## config.mk

```make
export PLATFORM = sky130hd
export DESIGN_NAME = stack_frame_sequencer
export DESIGN_NICKNAME = d
export VERILOG_FILES = /design/src/rtl/stack_frame_sequencer_pkg.sv /design/src/rtl/stack_frame_sequencer_occupancy.sv /design/src/rtl/stack_frame_sequencer.sv
export SDC_FILE = /design/constraint.sdc
export NUM_CORES = 1
export LEC_CHECK = 0
export CAP_MARGIN = 20
export CORE_ASPECT_RATIO = 1.2
export CORE_UTILIZATION = 44
export CTS_CLUSTER_DIAMETER = 150
export DETAILED_ROUTE_END_ITERATION = 8
export PLACE_DENSITY = 0.84
export SYNTH_ARGS = -nofsm -noshare
export SYNTH_HDL_FRONTEND = slang
export SYNTH_SLANG_ARGS = --single-unit
```

## constraint.sdc

```tcl
create_clock -name clk -period 2.8 [get_ports clk]
set_input_delay 0.56 -clock clk [delete_from_list [all_inputs] [get_ports clk]]
set_output_delay 0.56 -clock clk [all_outputs]
set_load 0.01 [all_outputs]
```

## src/rtl/stack_frame_sequencer_pkg.sv

```systemverilog
// Shared types and encodings for the stack frame sequencer and its occupancy counter.
package stack_frame_sequencer_pkg;

    typedef enum logic [2:0] {
        ST_IDLE       = 3'd0,
        ST_PUSH_FLAGS = 3'd1,
        ST_PUSH_HI    = 3'd2,
        ST_PUSH_LO    = 3'd3,
        ST_POP_LO     = 3'd4,
        ST_POP_HI     = 3'd5,
        ST_POP_FLAGS  = 3'd6,
        ST_REDIRECT   = 3'd7
    } state_e;

    localparam logic [1:0] WSRC_FLAGS = 2'b00;
    localparam logic [1:0] WSRC_PC_HI = 2'b01;
    localparam logic [1:0] WSRC_PC_LO = 2'b10;

    localparam logic [1:0] ADDR_SP    = 2'b10;
    localparam logic [1:0] ADDR_NONE  = 2'b00;

endpackage

```

## src/rtl/stack_frame_sequencer_occupancy.sv

```systemverilog
// Stack occupancy tracker: counts pushed words and flags requests that would over/underflow.
module stack_occupancy_counter
    import stack_frame_sequencer_pkg::*;
#(
    parameter int STACK_DEPTH = 1024,
    parameter int CNT_W       = 11
) (
    input  logic clk_i,
    input  logic reset_i,
    input  logic inc_i,
    input  logic dec_i,
    input  logic chk_call_i,
    input  logic chk_int_i,
    input  logic chk_ret_i,
    input  logic chk_rti_i,
    output logic fault_now_o,
    output logic stack_fault_o
);

    localparam logic [CNT_W-1:0] CALL_MAX = CNT_W'(STACK_DEPTH - 2);
    localparam logic [CNT_W-1:0] INT_MAX  = CNT_W'(STACK_DEPTH - 3);
    localparam logic [CNT_W-1:0] RET_MIN  = CNT_W'(2);
    localparam logic [CNT_W-1:0] RTI_MIN  = CNT_W'(3);

    logic [CNT_W-1:0] count_q;
    logic             fault_q;

    assign fault_now_o = (chk_call_i && (count_q > CALL_MAX))
                       || (chk_int_i  && (count_q > INT_MAX))
                       || (chk_ret_i  && (count_q < RET_MIN))
                       || (chk_rti_i  && (count_q < RTI_MIN));

    assign stack_fault_o = fault_q;

    always_ff @(posedge clk_i) begin
        if (reset_i) begin
            count_q <= '0;
            fault_q <= 1'b0;
        end else begin
            if (inc_i && !dec_i) begin
                count_q <= count_q + 1'b1;
            end else if (dec_i && !inc_i) begin
                count_q <= count_q - 1'b1;
            end
            if (fault_now_o) begin
                fault_q <= 1'b1;
            end
        end
    end

endmodule

```

## src/rtl/stack_frame_sequencer.sv

```systemverilog
// Expands CALL/INT/RET/RTI into stack push/pop cycles and reassembles the return PC and flags.
module stack_frame_sequencer
    import stack_frame_sequencer_pkg::*;
#(
    parameter int STACK_DEPTH = 1024,
    parameter int CNT_W       = 11
) (
    input  logic        clk,
    input  logic        reset,
    input  logic        req_call,
    input  logic        req_int,
    input  logic        req_ret,
    input  logic        req_rti,
    input  logic [15:0] mem_data_in,
    output logic        mem_read,
    output logic        mem_write,
    output logic        mem_push,
    output logic        mem_pop,
    output logic [1:0]  mem_addr_sel,
    output logic [1:0]  mem_wsrc_sel,
    output logic        pc_choose_memory,
    output logic        interrupt,
    output logic [31:0] return_pc,
    output logic [2:0]  flags_out,
    output logic        flags_restore,
    output logic        stall,
    output logic        stack_fault,
    output logic        done
);

    state_e state_q, state_d;
    logic   pending_int_q, pending_int_d;
    logic   is_int_q, is_int_d;
    logic   is_rti_q, is_rti_d;
    logic   chk_call, chk_int, chk_ret, chk_rti;
    logic   fault_now;

    stack_occupancy_counter #(
        .STACK_DEPTH (STACK_DEPTH),
        .CNT_W       (CNT_W)
    ) u_occupancy (
        .clk_i         (clk),
        .reset_i       (reset),
        .inc_i         (mem_push),
        .dec_i         (mem_pop),
        .chk_call_i    (chk_call),
        .chk_int_i     (chk_int),
        .chk_ret_i     (chk_ret),
        .chk_rti_i     (chk_rti),
        .fault_now_o   (fault_now),
        .stack_fault_o (stack_fault)
    );

    always_comb begin
        state_d          = state_q;
        pending_int_d    = pending_int_q;
        is_int_d         = is_int_q;
        is_rti_d         = is_rti_q;
        chk_call         = 1'b0;
        chk_int          = 1'b0;
        chk_ret          = 1'b0;
        chk_rti          = 1'b0;
        mem_read         = 1'b0;
        mem_write        = 1'b0;
        mem_push         = 1'b0;
        mem_pop          = 1'b0;
        mem_addr_sel     = ADDR_NONE;
        mem_wsrc_sel     = WSRC_FLAGS;
        pc_choose_memory = 1'b0;
        interrupt        = 1'b0;
        flags_restore    = 1'b0;
        stall            = 1'b0;
        done             = 1'b0;

        case (state_q)
            ST_IDLE: begin
                if (!reset) begin
                    // A deferred interrupt outranks anything arriving in this cycle.
                    if (pending_int_q || req_int) begin
                        chk_int = 1'b1;
                    end else if (req_rti) begin
                        chk_rti = 1'b1;
                    end else if (req_ret) begin
                        chk_ret = 1'b1;
                    end else if (req_call) begin
                        chk_call = 1'b1;
                    end
                    pending_int_d = 1'b0;
                    if ((chk_int || chk_rti || chk_ret || chk_call) && !fault_now) begin
                        stall    = 1'b1;
                        is_int_d = chk_int;
                        is_rti_d = chk_rti;
                        if (chk_int) begin
                            state_d = ST_PUSH_FLAGS;
                        end else if (chk_call) begin
                            state_d = ST_PUSH_HI;
                        end else begin
                            state_d = ST_POP_LO;
                        end
                    end
                end
            end
            ST_PUSH_FLAGS, ST_PUSH_HI, ST_PUSH_LO: begin
                stall        = 1'b1;
                mem_write    = 1'b1;
                mem_push     = 1'b1;
                mem_addr_sel = ADDR_SP;
                if (state_q == ST_PUSH_FLAGS) begin
                    mem_wsrc_sel = WSRC_FLAGS;
                    state_d      = ST_PUSH_HI;
                end else if (state_q == ST_PUSH_HI) begin
                    mem_wsrc_sel = WSRC_PC_HI;
                    state_d      = ST_PUSH_LO;
                end else begin
                    mem_wsrc_sel = WSRC_PC_LO;
                    done         = 1'b1;
                    interrupt    = is_int_q;
                    state_d      = ST_IDLE;
                end
            end
            ST_POP_LO, ST_POP_HI, ST_POP_FLAGS: begin
                stall        = 1'b1;
                mem_read     = 1'b1;
                mem_pop      = 1'b1;
                mem_addr_sel = ADDR_SP;
                if (state_q == ST_POP_LO) begin
                    state_d = ST_POP_HI;
                end else if (state_q == ST_POP_HI && is_rti_q) begin
                    state_d = ST_POP_FLAGS;
                end else begin
                    state_d = ST_REDIRECT;
                end
            end
            ST_REDIRECT: begin
                stall            = 1'b1;
                pc_choose_memory = 1'b1;
                done             = 1'b1;
                flags_restore    = is_rti_q;
                state_d          = ST_IDLE;
            end
            default: begin
                state_d = ST_IDLE;
            end
        endcase

        if (state_q != ST_IDLE && req_int) begin
            pending_int_d = 1'b1;
        end
    end

    always_ff @(posedge clk) begin
        if (reset) begin
            state_q       <= ST_IDLE;
            pending_int_q <= 1'b0;
            is_int_q      <= 1'b0;
            is_rti_q      <= 1'b0;
            return_pc     <= '0;
            flags_out     <= '0;
        end else begin
            state_q       <= state_d;
            pending_int_q <= pending_int_d;
            is_int_q      <= is_int_d;
            is_rti_q      <= is_rti_d;
            case (state_q)
                ST_POP_LO:    return_pc[15:0]  <= mem_data_in;
                ST_POP_HI:    return_pc[31:16] <= mem_data_in;
                ST_POP_FLAGS: flags_out        <= mem_data_in[2:0];
                default: ;
            endcase
        end
    end

endmodule

```

==> results.ini <==
[run_status]
outcome=completed

[yosys]
syn_inst=351
synth_area_leaders=dfxtp_1, nand2_1, a21oi_1, ha_1, nor2_1
syn_area_um2=2790
synth_nets=390
ys_ff_latch=53
synth_ff_type=dfxtp_1
synth.avg_cell_area_um2=7.93
yosys_warnings=0
synth-edff-count=0
yosys.area.top_type=dfxtp_1
ys_types=56
synth_top_area_share_pct=38.1
synth_async_sr_flop_share_pct=0
synth.cells.most_frequent=nand2_1, dfxtp_1, a21oi_1
synthMostInstantiatedCell=nand2_1
synth_seq_area_share_pct=38.1

[placement]
dp_hpwl_um=5350
io_buffers=69
place_inst=506
placed_area_um2=3730
gp_congestion=0.911

[worst_setup_path]
r2r_slack_ns=0.09
crit_required_ns=2.24
end_kind=output pin
crit_path_end=stall
r2r-end=u_occupancy.count_q[7]$_SDFFE_PP0P_
worstSetupPathType=in2out
path_max_fanout=3
crit_path_start_kind=primary input
cp-startpoint=req_rti
crit_arrival_ns=2.17
r2r_start=state_q[0]$_SDFFE_PP0P_
worstRegToRegCells=11

[clocking]
cts_buffers=5
htreeDepth=2
tritoncts=built
clock_latency_ns=0.30
cts_sinks=53
cts_root_buf=clkbuf_8
hold_buffers=0
clk_path_buf_depth=2
clk_pin_slew_ns=0.09

[sta]
grt_setup_unrepaired=yes
finalHoldViolCount=0
setup_viol=0
fin_skew_ns=0.00341
fin_crit_ns=2.73
setup_tns_ns=0
tightest_slew_ns=0.631
holdWs_ns=0.457
relSlewSlack_pct=58.0
max_freq_mhz=367
finalCritPeriodShare_pct=97.3
slew_violations=0

[hold_path]
hold_class=reg2reg
min-delay-start=return_pc[4]$_SDFFE_PP0N_
holdPathStages=2

[routing]
dr.pass1.iters=4
route.detailed.drc=0
viasPerCell=5.40
via_count=2788
wire_per_inst_um=14.3
detail-route-antenna-nets=0
wl_um=7390
drtIter0Drc=134

[finish]
regArea_um2=1070
final_cell_count_no_fill=516
design_area_um2=3970
drive_gt1_share_pct=18.7
area_delta_synth_final_pct=42.4
multi_input_area_um2=1760
fill_cells=501
insertedDiodeCount=0
nNetsFinal=472

[flow_run]
drv_cap=0

[die]
row_count=31
initial_core_util_pct=45.7
die-width_um=74.6
die_h_um=89.2
die_area_um2=6650
ioPinCount=71
coreArea_um2=6090

[pwr]
irDropWorstVdd_v=0.000646
seqPwrFrac_pct=25.1
cellPowerDensity_nw_per_um2=1050
p_int_uw=2400
switching_share_pct=42.2
clkPwrFrac_pct=10.3
p_comb_share_pct=64.5
p_sw_uw=1750
cellLeakagePower_uw=0.00145

[global_routing]
antenna_found_initial=0
grt-ovfl-total=0
grt_pass1_wl_um=11500
grt_pass1_vias=2570
grt_max_degree=59
grt_usage_pct=22.2

layout make-up:
class | count | area share [%]
multi-input combinational | 266 | 44.4
sequential | 53 | 26.9
timing repair buffer | 98 | 22.8
tap | 82 | 2.59
clock buffer | 6 | 1.83
inverter | 9 | 1.04
clock inverter | 2 | 0.379
cell families after synthesis:
kind of cell / Yosys count / share of synthesized area, %
other: 1 / 0.135
flip-flops: 53 / 38.1
buffers and inverters: 32 / 4.99
AND/OR/NAND/NOR: 156 / 27.1
AO/OA/AOI/OAI: 82 / 18.2
XOR/XNOR: 6 / 1.89
multiplexers: 4 / 1.62
adder cells (fa/ha/maj): 17 / 7.91
power groups by stage:
stage,Clock [uW],Combinational [uW],Sequential [uW]
after floorplan,0,1640,1040
after global placement,0,2360,1030
after detailed placement,0,2440,1040
after CTS,429,2530,1030
after global routing,470,2950,1060
final,428,2680,1040
placed cells by master (no fill, tap or decap), types with 7 or more instances in the layout:
master	Yosys	routed
a21oi_1	52	49
dfxtp_1	53	51
nor2_1	19	17
nand3_1	7	7
buf_4	3	28
clkdlybuf4s50_1	0	67
and2_1	7	7
nand2_1	80	80
ha_4	0	7
metrics by stage:
| step | total power [uW] | setup WS, ns | util (%) |
|---|---|---|---|
| 3_5_place_dp | 3480 | -0.264 | 61.3 |
| 5_1_grt | 4480 | -0.0446 | 65.1 |
| 6_report | 4150 | 0.0743 | 65.1 |
| 4_1_cts | 3980 | 0.000670 | 63.6 |
| 3_3_place_gp | 3390 | -0.209 | 61.3 |
| 2_1_floorplan | 2670 | 0.000982 | - |
flip-flops by register name, indices dropped and copies added (netlist names):
signal,flops
pending_int_q,1
state_q,3
is_int_q,1
return_pc,32
u_occupancy.stack_fault_o,1
flags_out,3
u_occupancy.count_q,11
is_rti_q,1
layer usage:
metal | vias to the layer above | routed length, um | GRT usage, %
met5 | - | 0 | 0
met2 | 82 | 3980 | 40.4
met3 | 14 | 301 | 3.38
met4 | 0 | 154 | 8.75
met1 | 1312 | 2950 | 25.9
li1 | 1380 | - | -
worst min path at each step:
stage                                            end  slack (ns)
final                      return_pc[4]$_SDFFE_PP0N_        0.46
after global routing       flags_out[1]$_SDFFE_PP0P_        0.47
after CTS                  return_pc[1]$_SDFFE_PP0N_        0.46
after detailed placement   return_pc[1]$_SDFFE_PP0N_        0.45
after global placement    return_pc[25]$_SDFFE_PP0P_        0.44
after floorplan                is_int_q$_SDFFE_PP0P_        0.44
what timing repair did:
item | in CTS | in global routing
pin swaps | 4 | 11
resized for setup | 15 | 21
setup endpoints to repair | 8 | 6
setup buffers | 1 | 1
worst max-delay path: stages:
cell,delay [ns]
clkdlybuf4s50_1,0.52
inv_1,0.07
o21ai_0,0.25
nand4_1,0.19
o21ai_2,0.11
a211o_1,0.14
nand2_1,0.04
dlygate4sd2_1,0.28
Power figures use the tool's default switching activity.
